[config.mk]
export PLATFORM = sky130hd
export DESIGN_NAME = i2s_msb_frame_receiver
export DESIGN_NICKNAME = d
export VERILOG_FILES = /design/src/rtl/i2s_msb_frame_receiver.sv
export SDC_FILE = /design/constraint.sdc
export NUM_CORES = 1
export LEC_CHECK = 0
export ABC_AREA = 1
export ABC_CLOCK_PERIOD_IN_PS = 3100
export CORE_UTILIZATION = 29
export DETAILED_ROUTE_END_ITERATION = 8
export SLEW_MARGIN = 20
export SYNTH_ARGS = -nofsm -noshare
export SYNTH_HDL_FRONTEND = slang
export SYNTH_SLANG_ARGS = --single-unit
[constraint.sdc]
create_clock -name clk_i -period 3.1 [get_ports clk_i]
set_clock_uncertainty 0.1 [all_clocks]
set_input_delay 0.465 -clock clk_i [delete_from_list [all_inputs] [get_ports clk_i]]
set_output_delay 0.465 -clock clk_i [all_outputs]
set_load 0.005 [all_outputs]
[src/rtl/i2s_msb_frame_receiver.sv]
// i2s_msb_frame_receiver
//
// Captures a continuous MSB-first, left-justified I2S bit stream, one bit per
// clock. Each bit is written into a 1-bit-wide channel buffer RAM. The RAM is
// organised as a circular buffer of 256-bit frames (8 channels x 32 bits).
// The block publishes the slot index of the last completely written frame, so
// the downstream reader knows which slot is safe to read.
//
// Ports:
//   clk_i                  system clock; one serial bit per cycle
//   rst_ni                 synchronous active-low reset
//   i2s_running_i          stream valid; high = one valid data bit this cycle
//   i2s_data_i             serial data, MSB first
//   i2s_bclk_i             I2S bit clock (informational only, not sampled)
//   ram_write_addr_o       RAM write address {frame_idx, bit_idx}
//   ram_write_en_o         RAM write strobe
//   ram_write_data_o       bit to write
//   last_good_frame_idx_o  slot index of the last fully written frame
//
// All outputs are registered. The RAM commits a write on the edge after it is
// presented here.

module i2s_msb_frame_receiver #(
    parameter int CIRC_BUF_BITS = 3
) (
    input  logic                       clk_i,
    input  logic                       rst_ni,
    input  logic                       i2s_running_i,
    input  logic                       i2s_data_i,
    input  logic                       i2s_bclk_i,
    output logic [8+CIRC_BUF_BITS-1:0] ram_write_addr_o,
    output logic                       ram_write_en_o,
    output logic                       ram_write_data_o,
    output logic [CIRC_BUF_BITS-1:0]   last_good_frame_idx_o
);

    localparam logic [0:0] ST_IDLE    = 1'b0;
    localparam logic [0:0] ST_CAPTURE = 1'b1;

    localparam logic [CIRC_BUF_BITS-1:0] FRAME_ONE = CIRC_BUF_BITS'(1);

    logic [0:0]               state;
    logic [7:0]               bit_idx;
    logic [7:0]               bit_cur;
    logic [CIRC_BUF_BITS-1:0] frame_idx;
    logic [CIRC_BUF_BITS-1:0] last_good;

    // The bit clock is carried for interface compatibility; sampling is done
    // purely on clk_i.
    logic unused_bclk;
    assign unused_bclk = i2s_bclk_i;

    // The first running cycle after IDLE is always bit 0 of a frame, regardless
    // of where the free-running idle counter happens to be.
    always_comb begin
        bit_cur = 8'd0;
        if (state == ST_CAPTURE) begin
            bit_cur = bit_idx;
        end
    end

    always_ff @(posedge clk_i) begin
        if (!rst_ni) begin
            state            <= ST_IDLE;
            bit_idx          <= 8'd0;
            frame_idx        <= '0;
            last_good        <= '1;
            ram_write_en_o   <= 1'b0;
            ram_write_data_o <= 1'b0;
            ram_write_addr_o <= '0;
        end else if (i2s_running_i) begin
            state            <= ST_CAPTURE;
            ram_write_en_o   <= 1'b1;
            ram_write_data_o <= i2s_data_i;
            ram_write_addr_o <= {frame_idx, bit_cur};
            bit_idx          <= bit_cur + 8'd1;
            // Bit 255 closes the frame: publish it and advance to the next
            // slot, wrapping over the oldest frame.
            if (bit_cur == 8'hFF) begin
                last_good <= frame_idx;
                frame_idx <= frame_idx + FRAME_ONE;
            end
        end else begin
            state            <= ST_IDLE;
            ram_write_en_o   <= 1'b0;
            ram_write_addr_o <= {frame_idx, bit_idx};
            bit_idx          <= bit_idx + 8'd1;
            // An abandoned partial frame is retried in the same slot, because
            // last_good has not moved.
            frame_idx        <= last_good + FRAME_ONE;
        end
    end

    assign last_good_frame_idx_o = last_good;

endmodule

======== Yosys cells after proc, flatten, opt, wreduce, memory -nomap -nowiden ========
Index checks and enable logic that the tools add are counted.
storage, ports and cells
  register bits after elaboration ......... 27
  logic and storage cells ................. 19
cells by class
  add/sub/neg operators ................... 4
  equal/unequal tests ..................... 2
  mux-type cells .......................... 6
  reduce and logical (&&, ||, !) cells .... 1
operator list
  operator                                                         number
  8-bit two-way mux                                                3
  8-bit by 1-bit adder with 8-bit output, second input constant    2
  8-bit equality test, second input constant                       1
  3-bit by 1-bit adder with 3-bit output, second input constant    2
  3-bit two-way mux                                                2
  2-bit by 1-bit != test with 1-bit output, second input constant  1
  2-bit AND reduction                                              1
  1-bit two-way mux                                                1

======== Longest topological paths before layout ========
Gate-level depths: netlist (run 1).
  word-level depth ........................ 4
  gate-level depth with buffers ........... 9

======== Worst setup path before layout (run 1) ========
No wires, ideal clock.
  path kind ............................... input to register
  start ................................... input i2s_running_i
  end ..................................... register bit_idx[6]
  library setup time ...................... 0.120 ns
  arrival ................................. 1.278 ns
  required time ........................... 2.880 ns
  setup slack ............................. 1.601 ns
  stages on the path ...................... 8
  path through ............................ nand2_2 -> buf_6 -> nand2_1 -> inv_1 -> ha_1 -> nand4_1 -> o21bai_1 -> a21oi_1
on the way
  longest elaborated chain between the ends .. 1
RTL lines
  item                  RTL line  RTL
  start, declared       28        input logic i2s_running_i,
  8-bit two-way mux     71        end else if (i2s_running_i) begin
  end signal, assigned  76        bit_idx <= bit_cur + 8'd1;
  end signal, assigned  87        bit_idx <= bit_idx + 8'd1;
  end, declared         43        logic [7:0] bit_idx;
No other way between the ends.
A chain may end at the register's enable or synchronous reset.

======== Final worst setup path (run 1) ========
Ends and elaborated chain as after synthesis.

==> flow_results.xml, run 1 <==
<?xml version="1.0" encoding="UTF-8"?>
<metrics>
  <group name="worst_setup_path">
    <metric name="worst-path-max-fanout" unit="">12</metric>
    <metric name="worstPathRequired" unit="ns">3.15</metric>
    <metric name="worst_setup_path_end_kind" unit="">flip-flop</metric>
    <metric name="crit_type" unit="">in2reg</metric>
    <metric name="critical_path_data_arrival_time" unit="ns">1.96</metric>
    <metric name="critical_path.startpoint_type" unit="">primary input</metric>
  </group>
  <group name="timing">
    <metric name="report.final.setup_viol" unit="">0</metric>
    <metric name="final_hold_violations" unit="">0</metric>
    <metric name="rsz0062_at_grt" unit="">no</metric>
    <metric name="timing_worst_slew_pin_value" unit="ns">0.373</metric>
    <metric name="setup_total_negative_slack" unit="ns">0</metric>
    <metric name="drv_slew" unit="">0</metric>
    <metric name="timing.max_slew.rel_slack" unit="%">75.1</metric>
    <metric name="layout_min_cycle_time" unit="ns">1.91</metric>
    <metric name="fin_crit_share" unit="%">61.5</metric>
    <metric name="clock.fmax" unit="MHz">524</metric>
    <metric name="finalHoldWorstSlack" unit="ns">0.344</metric>
  </group>
  <group name="drt">
    <metric name="via_count" unit="">885</metric>
    <metric name="dr_wl_met3" unit="um">87</metric>
    <metric name="avgRoutedWirePerCell" unit="um">9.84</metric>
    <metric name="top_metal_layer_carrying_routed_signals" unit="">met4</metric>
    <metric name="vias_per_cell" unit="">4.30</metric>
    <metric name="drt-initial-drc-count" unit="">57</metric>
    <metric name="wire_length_on_met1" unit="um">969</metric>
    <metric name="dr_wl_met2" unit="um">930</metric>
    <metric name="route.antenna.remaining_nets" unit="">0</metric>
    <metric name="detail_route.wirelength" unit="um">2030</metric>
    <metric name="drt_pass1_iterations" unit="">4</metric>
    <metric name="drc" unit="">0</metric>
  </group>
  <group name="layout">
    <metric name="layout-area-overhead-vs-synth" unit="%">24.4</metric>
    <metric name="number_of_nets_in_the_layout" unit="">166</metric>
    <metric name="layout_common_cells" unit="">nand2_1 (29), dfxtp_1 (27), clkdlybuf4s50_1 (19)</metric>
    <metric name="share_of_layout_cells_above_drive_strength_1" unit="%">10.8</metric>
    <metric name="stdcell_count" unit="">206</metric>
    <metric name="most_common_cell_after_layout_fill_and_taps_aside" unit="">nand2_1</metric>
    <metric name="insertedDiodeCount" unit="">0</metric>
  </group>
  <group name="place">
    <metric name="place_congestion" unit="">0.790</metric>
    <metric name="hpwl" unit="um">1450</metric>
    <metric name="place.port_buffers" unit="">19</metric>
    <metric name="dp_cells" unit="">202</metric>
  </group>
  <group name="die">
    <metric name="floorplan.rows" unit="">22</metric>
    <metric name="die_area" unit="sq um">4080</metric>
    <metric name="core_region_area" unit="sq um">3660</metric>
    <metric name="floorplan_die_height" unit="um">63.9</metric>
    <metric name="floorplan.die.width" unit="um">63.9</metric>
    <metric name="top_level_ports" unit="">21</metric>
    <metric name="initial_utilization" unit="%">30.3</metric>
  </group>
  <group name="synth">
    <metric name="seq_area_frac_synth" unit="%">48.7</metric>
    <metric name="post-synth-top-area-cell" unit="">dfxtp_1</metric>
    <metric name="yosysWarnings" unit="">0</metric>
    <metric name="synth-compound-area-share" unit="%">9.36</metric>
    <metric name="post_synth_num_cell_types" unit="">24</metric>
    <metric name="postSynthCellCount" unit="">138</metric>
    <metric name="ys_ff_latch" unit="">27</metric>
    <metric name="netlist_area" unit="sq um">1110</metric>
    <metric name="synth-simple-area-share" unit="%">29.3</metric>
    <metric name="synth_top_family_by_area" unit="">simple AND/OR/NAND/NOR gates</metric>
    <metric name="avgSynthCellArea" unit="sq um">8.04</metric>
    <metric name="yosys.area_share.xor_xnor" unit="%">0</metric>
    <metric name="post_synth_main_area_contributors" unit="">dfxtp_1 (49%), nand2_1 (9.8%), inv_1 (6.1%)</metric>
    <metric name="synthAdderAreaFrac" unit="%">2.25</metric>
    <metric name="muxShareOfSynthArea" unit="%">0</metric>
    <metric name="synth_top_area_share" unit="%">48.7</metric>
    <metric name="syn_nets" unit="">145</metric>
  </group>
  <group name="global_routing">
    <metric name="global_route_wire_length_before_repair" unit="um">3500</metric>
    <metric name="grt_max_degree" unit="">18</metric>
    <metric name="grt.total_usage" unit="%">11.2</metric>
    <metric name="grt_antenna_before_repair" unit="">0</metric>
    <metric name="grt_pass1_vias" unit="">823</metric>
    <metric name="grt-ovfl-total" unit="">0</metric>
  </group>
  <group name="clock_network">
    <metric name="clkTransAtPathRegs" unit="ns">0.09</metric>
    <metric name="cts_hold_repair.buffers" unit="">0</metric>
    <metric name="post-cts-setup-buffer-count" unit="">0</metric>
    <metric name="insertion_delay" unit="ns">0.27</metric>
    <metric name="cts.sink_count" unit="">27</metric>
    <metric name="cts.path.max_buffers" unit="">2</metric>
    <metric name="cts_buffers" unit="">3</metric>
    <metric name="ctsHtreeMaxLevel" unit="">1</metric>
    <metric name="post_cts_resize_count" unit="">0</metric>
    <metric name="clk_root_buffer_cell" unit="">clkbuf_8</metric>
    <metric name="cts_tree" unit="">built</metric>
  </group>
  <group name="power">
    <metric name="vdd_ir_drop_max" unit="mV">0.227</metric>
    <metric name="p_total" unit="mW">0.612</metric>
    <metric name="power-per-cell-area" unit="nW/um^2">444</metric>
    <metric name="leakage" unit="nW">0.588</metric>
  </group>
  <group name="hold_path">
    <metric name="hold_path.class" unit="">reg2reg</metric>
  </group>
  <group name="run">
    <metric name="maxCapViolations" unit="">0</metric>
  </group>
  <group name="status">
    <metric name="run_status" unit="">completed</metric>
  </group>
</metrics>
==> power breakdown <==
part           internal (mW)  switching, mW  leakage, nW  total, mW
combinational         0.0232         0.0281        0.345     0.0514
clock                 0.0921          0.106       0.0228      0.198
sequential             0.357        0.00567        0.220      0.362
total                  0.472          0.140        0.588      0.612
==> final timing paths <==
check / end / startpoint / slack, ns / cells past startpoint
worst max register to register: bit_idx[6]$_SDFF_PN0_ / state$_SDFF_PN0_ / 1.41 / 8
worst min-delay path: ram_write_addr_o[8]$_SDFF_PN0_ / frame_idx[0]$_SDFFE_PN0P_ / 0.34 / 2
worst max-delay path: bit_idx[6]$_SDFF_PN0_ / i2s_running_i / 1.19 / 8
worst min register to register: ram_write_addr_o[8]$_SDFF_PN0_ / frame_idx[0]$_SDFFE_PN0P_ / 0.34 / 2
==> worst max-delay path, cell delays in order <==
cell	delay [ns]
clkdlybuf4s50_1	0.43
nand2_2	0.22
inv_1	0.13
nor2_1	0.11
ha_1	0.21
nand4_1	0.16
o21bai_1	0.16
a21oi_1	0.07
==> cell usage after synthesis (all sizes together) <==
| cell | instances |
|---|---|
| buf | 5 |
| nor2 | 17 |
| nand3 | 11 |
| o21ai | 6 |
| a21o | 1 |
| o21bai | 1 |
| o211ai | 2 |
| nor3 | 2 |
| inv | 20 |
| ha | 2 |
| dfxtp | 27 |
| a21oi | 5 |
| o21a | 1 |
| a21boi | 1 |
| nand2 | 33 |
| nand4 | 4 |
==> cells by family (layout without fill, tap and decap cells) <==
logic type,Yosys count,in the layout
AOI/OAI and AO/OA,17,17
adders and majority gates,2,2
DFF,27,27
and+or+nand+nor,67,67
buffers and inverters,25,45
==> metrics by stage <==
step	cell area (sq um)	setup WS, ns	util, %
finish	1380	1.19	37.7
global route	1380	1.04	37.7
CTS	1380	1.20	37.7
detailed placement	1340	0.914	36.5
global placement	1340	0.915	36.5
floorplan	1110	1.60	-
==> flip-flops by register name (all words and copies together), names as in the netlist <==
signal                 cells
ram_write_addr_o          11
bit_idx                    8
frame_idx                  3
last_good_frame_idx_o      3
ram_write_data_o           1
state                      1
==> cell type report <==
type / count / area, sq um
tap: 48 / 60.1
multi-input combinational: 86 / 454
timing repair buffer: 21 / 205
clock buffer: 4 / 45.0
sequential: 27 / 541
inverter: 20 / 75.1
fill: 380 / 2280
==> metal layers <==
| metal | up-vias | global-route usage [%] |
|---|---|---|
| met1 | 392 | 12.8 |
| met4 | 0 | 5.97 |
| li1 | 473 | - |
| met5 | - | 0 |
| met3 | 4 | 3.57 |
| met2 | 16 | 18.6 |
Note: power is estimated with default switching activity, not from simulation.
==> run 2: changes to the inputs <==
Settings changed: ABC_CLOCK_PERIOD_IN_PS 3100 to 1900.
Clock period 3.1 ns to 1.9 ns, I/O delays scaled along.
==> flow_results.xml, run 2 (synthesized netlist as in run 1, its figures left out) <==
<?xml version="1.0" encoding="UTF-8"?>
<metrics>
  <group name="hold_path">
    <metric name="hold_path.class" unit="">reg2reg</metric>
  </group>
  <group name="place">
    <metric name="dpl_worst_slack" unit="ns">0.00377</metric>
    <metric name="hpwl" unit="um">1550</metric>
    <metric name="place.port_buffers" unit="">19</metric>
    <metric name="total_cell_area_at_the_placement_stage" unit="sq um">1370</metric>
    <metric name="dp_cells" unit="">206</metric>
    <metric name="place_congestion" unit="">0.810</metric>
  </group>
  <group name="status">
    <metric name="run_status" unit="">completed</metric>
  </group>
  <group name="clock_network">
    <metric name="cts_buffers" unit="">3</metric>
    <metric name="ctsHtreeMaxLevel" unit="">1</metric>
    <metric name="clk_root_buffer_cell" unit="">clkbuf_8</metric>
    <metric name="cts_hold_repair.buffers" unit="">0</metric>
    <metric name="cts.sink_count" unit="">27</metric>
    <metric name="post_cts_resize_count" unit="">0</metric>
    <metric name="post-cts-setup-buffer-count" unit="">0</metric>
    <metric name="insertion_delay" unit="ns">0.27</metric>
    <metric name="clkTransAtPathRegs" unit="ns">0.09</metric>
    <metric name="cts.path.max_buffers" unit="">2</metric>
    <metric name="cts_tree" unit="">built</metric>
  </group>
  <group name="die">
    <metric name="initial_utilization" unit="%">30.3</metric>
    <metric name="top_level_ports" unit="">21</metric>
    <metric name="floorplan.die.width" unit="um">63.9</metric>
    <metric name="die_area" unit="sq um">4080</metric>
    <metric name="floorplan_die_height" unit="um">63.9</metric>
    <metric name="floorplan.rows" unit="">22</metric>
    <metric name="core_region_area" unit="sq um">3660</metric>
  </group>
  <group name="power">
    <metric name="power-per-cell-area" unit="nW/um^2">715</metric>
    <metric name="leakage" unit="nW">0.607</metric>
    <metric name="p_total" unit="mW">1.01</metric>
    <metric name="internal_power" unit="mW">0.777</metric>
    <metric name="switching_share" unit="%">22.9</metric>
    <metric name="comb_power_share" unit="%">9.1</metric>
    <metric name="vdd_ir_drop_max" unit="mV">0.457</metric>
    <metric name="power_frac_seq" unit="%">58.7</metric>
    <metric name="power_frac_clock" unit="%">32.2</metric>
    <metric name="p_sw" unit="mW">0.231</metric>
  </group>
  <group name="drt">
    <metric name="via_count" unit="">922</metric>
    <metric name="vias_per_cell" unit="">4.39</metric>
    <metric name="detail_route.wirelength" unit="um">2130</metric>
    <metric name="drt_pass1_iterations" unit="">4</metric>
    <metric name="drt-initial-drc-count" unit="">38</metric>
    <metric name="route.antenna.remaining_nets" unit="">0</metric>
    <metric name="avgRoutedWirePerCell" unit="um">10.1</metric>
    <metric name="drc" unit="">0</metric>
  </group>
  <group name="worst_setup_path">
    <metric name="worstPathRequired" unit="ns">1.96</metric>
    <metric name="critical_path.startpoint_type" unit="">primary input</metric>
    <metric name="worst_setup_path_end_kind" unit="">flip-flop</metric>
    <metric name="critical_path_data_arrival_time" unit="ns">1.65</metric>
    <metric name="worst-path-max-fanout" unit="">4</metric>
    <metric name="crit_type" unit="">in2reg</metric>
  </group>
  <group name="run">
    <metric name="maxCapViolations" unit="">0</metric>
  </group>
  <group name="layout">
    <metric name="most_common_cell_after_layout_fill_and_taps_aside" unit="">nand2_1</metric>
    <metric name="number_of_nets_in_the_layout" unit="">170</metric>
    <metric name="finish.instance_area" unit="sq um">1410</metric>
    <metric name="top_register" unit="">ram_write_addr_o</metric>
    <metric name="layout_common_cells" unit="">nand2_1 (29), dfxtp_1 (27), clkdlybuf4s50_1 (19)</metric>
    <metric name="largestRegisters" unit="">ram_write_addr_o (11), bit_idx (8)</metric>
    <metric name="stdcell_count" unit="">210</metric>
    <metric name="final_core_utilization" unit="%">38.5</metric>
    <metric name="flip_flop_count_of_the_largest_register_all_copies_and_words_added" unit="">11</metric>
    <metric name="insertedDiodeCount" unit="">0</metric>
    <metric name="layout-area-overhead-vs-synth" unit="%">27.1</metric>
    <metric name="share_of_layout_cells_above_drive_strength_1" unit="%">13.0</metric>
  </group>
  <group name="global_routing">
    <metric name="grt_max_degree" unit="">17</metric>
    <metric name="grt.total_usage" unit="%">11.7</metric>
    <metric name="global_route_wire_length_before_repair" unit="um">3750</metric>
    <metric name="grt_pass1_vias" unit="">902</metric>
    <metric name="globalRoute.busiestLayer" unit="">met2</metric>
    <metric name="gr-usage-met3" unit="%">3.21</metric>
    <metric name="grt-ovfl-total" unit="">0</metric>
    <metric name="global_route.usage.met2" unit="%">21.0</metric>
    <metric name="grtUsageMet1" unit="%">12.7</metric>
    <metric name="grt_antenna_before_repair" unit="">0</metric>
  </group>
  <group name="timing">
    <metric name="final_hold_violations" unit="">0</metric>
    <metric name="report.final.setup_viol" unit="">0</metric>
    <metric name="drv_slew" unit="">0</metric>
    <metric name="clock.fmax" unit="MHz">627</metric>
    <metric name="rsz0062_at_grt" unit="">no</metric>
    <metric name="postLayoutSetupSlackWorst" unit="ns">0.304</metric>
    <metric name="fin_crit_share" unit="%">84.0</metric>
    <metric name="finalHoldWorstSlack" unit="ns">0.351</metric>
    <metric name="timing_worst_slew_pin_value" unit="ns">0.354</metric>
    <metric name="layout_min_cycle_time" unit="ns">1.60</metric>
    <metric name="setup_total_negative_slack" unit="ns">0</metric>
    <metric name="timing.max_slew.rel_slack" unit="%">76.4</metric>
  </group>
</metrics>
[run 2: changes by cell type in the layout (fill, tap and decap cells not counted), sizes merged]
cell  previous run  this run
buf              2         6
[run 2: power by group through the flow]
stage	combinational [mW]	sequential, mW	clock (mW)
2_1_floorplan	0.0565	0.604	0
4_1_cts	0.0936	0.591	0.335
3_5_place_dp	0.0934	0.605	0
6_report	0.0919	0.591	0.325
3_3_place_gp	0.0915	0.604	0
5_1_grt	0.105	0.594	0.358
[run 2: area by class of cell]
cell class | count | area, sq um
clock buffer | 4 | 45.0
fill | 379 | 2250
inverter | 20 | 75.1
multi-input combinational | 86 | 454
sequential | 27 | 541
tap | 48 | 60.1
timing repair buffer | 25 | 235
[run 2: worst max-delay path, cell delays in order]
cell             delay [ns]
clkdlybuf4s50_1        0.50
nand2_2                0.12
inv_1                  0.05
nor2_1                 0.09
ha_1                   0.21
nand4_1                0.16
o21bai_1               0.17
a21oi_1                0.07
[run 2: per-layer routing]
metal | vias up | routed length (um)
li1 | 481 | -
met1 | 418 | 970
met2 | 18 | 1040
met3 | 5 | 83
met4 | 0 | 31
met5 | - | 0
[run 2: path summary, 6_finish.rpt]
| check | start | end | slack, ns | depth (start not counted) |
|---|---|---|---|---|
| worst max-delay path | i2s_running_i | bit_idx[6]$_SDFF_PN0_ | 0.30 | 8 |
| worst min-delay path | frame_idx[0]$_SDFFE_PN0P_ | ram_write_addr_o[8]$_SDFF_PN0_ | 0.35 | 2 |
| worst max register to register | state$_SDFF_PN0_ | bit_idx[6]$_SDFF_PN0_ | 0.45 | 8 |
| worst min register to register | frame_idx[0]$_SDFFE_PN0P_ | ram_write_addr_o[8]$_SDFF_PN0_ | 0.35 | 2 |
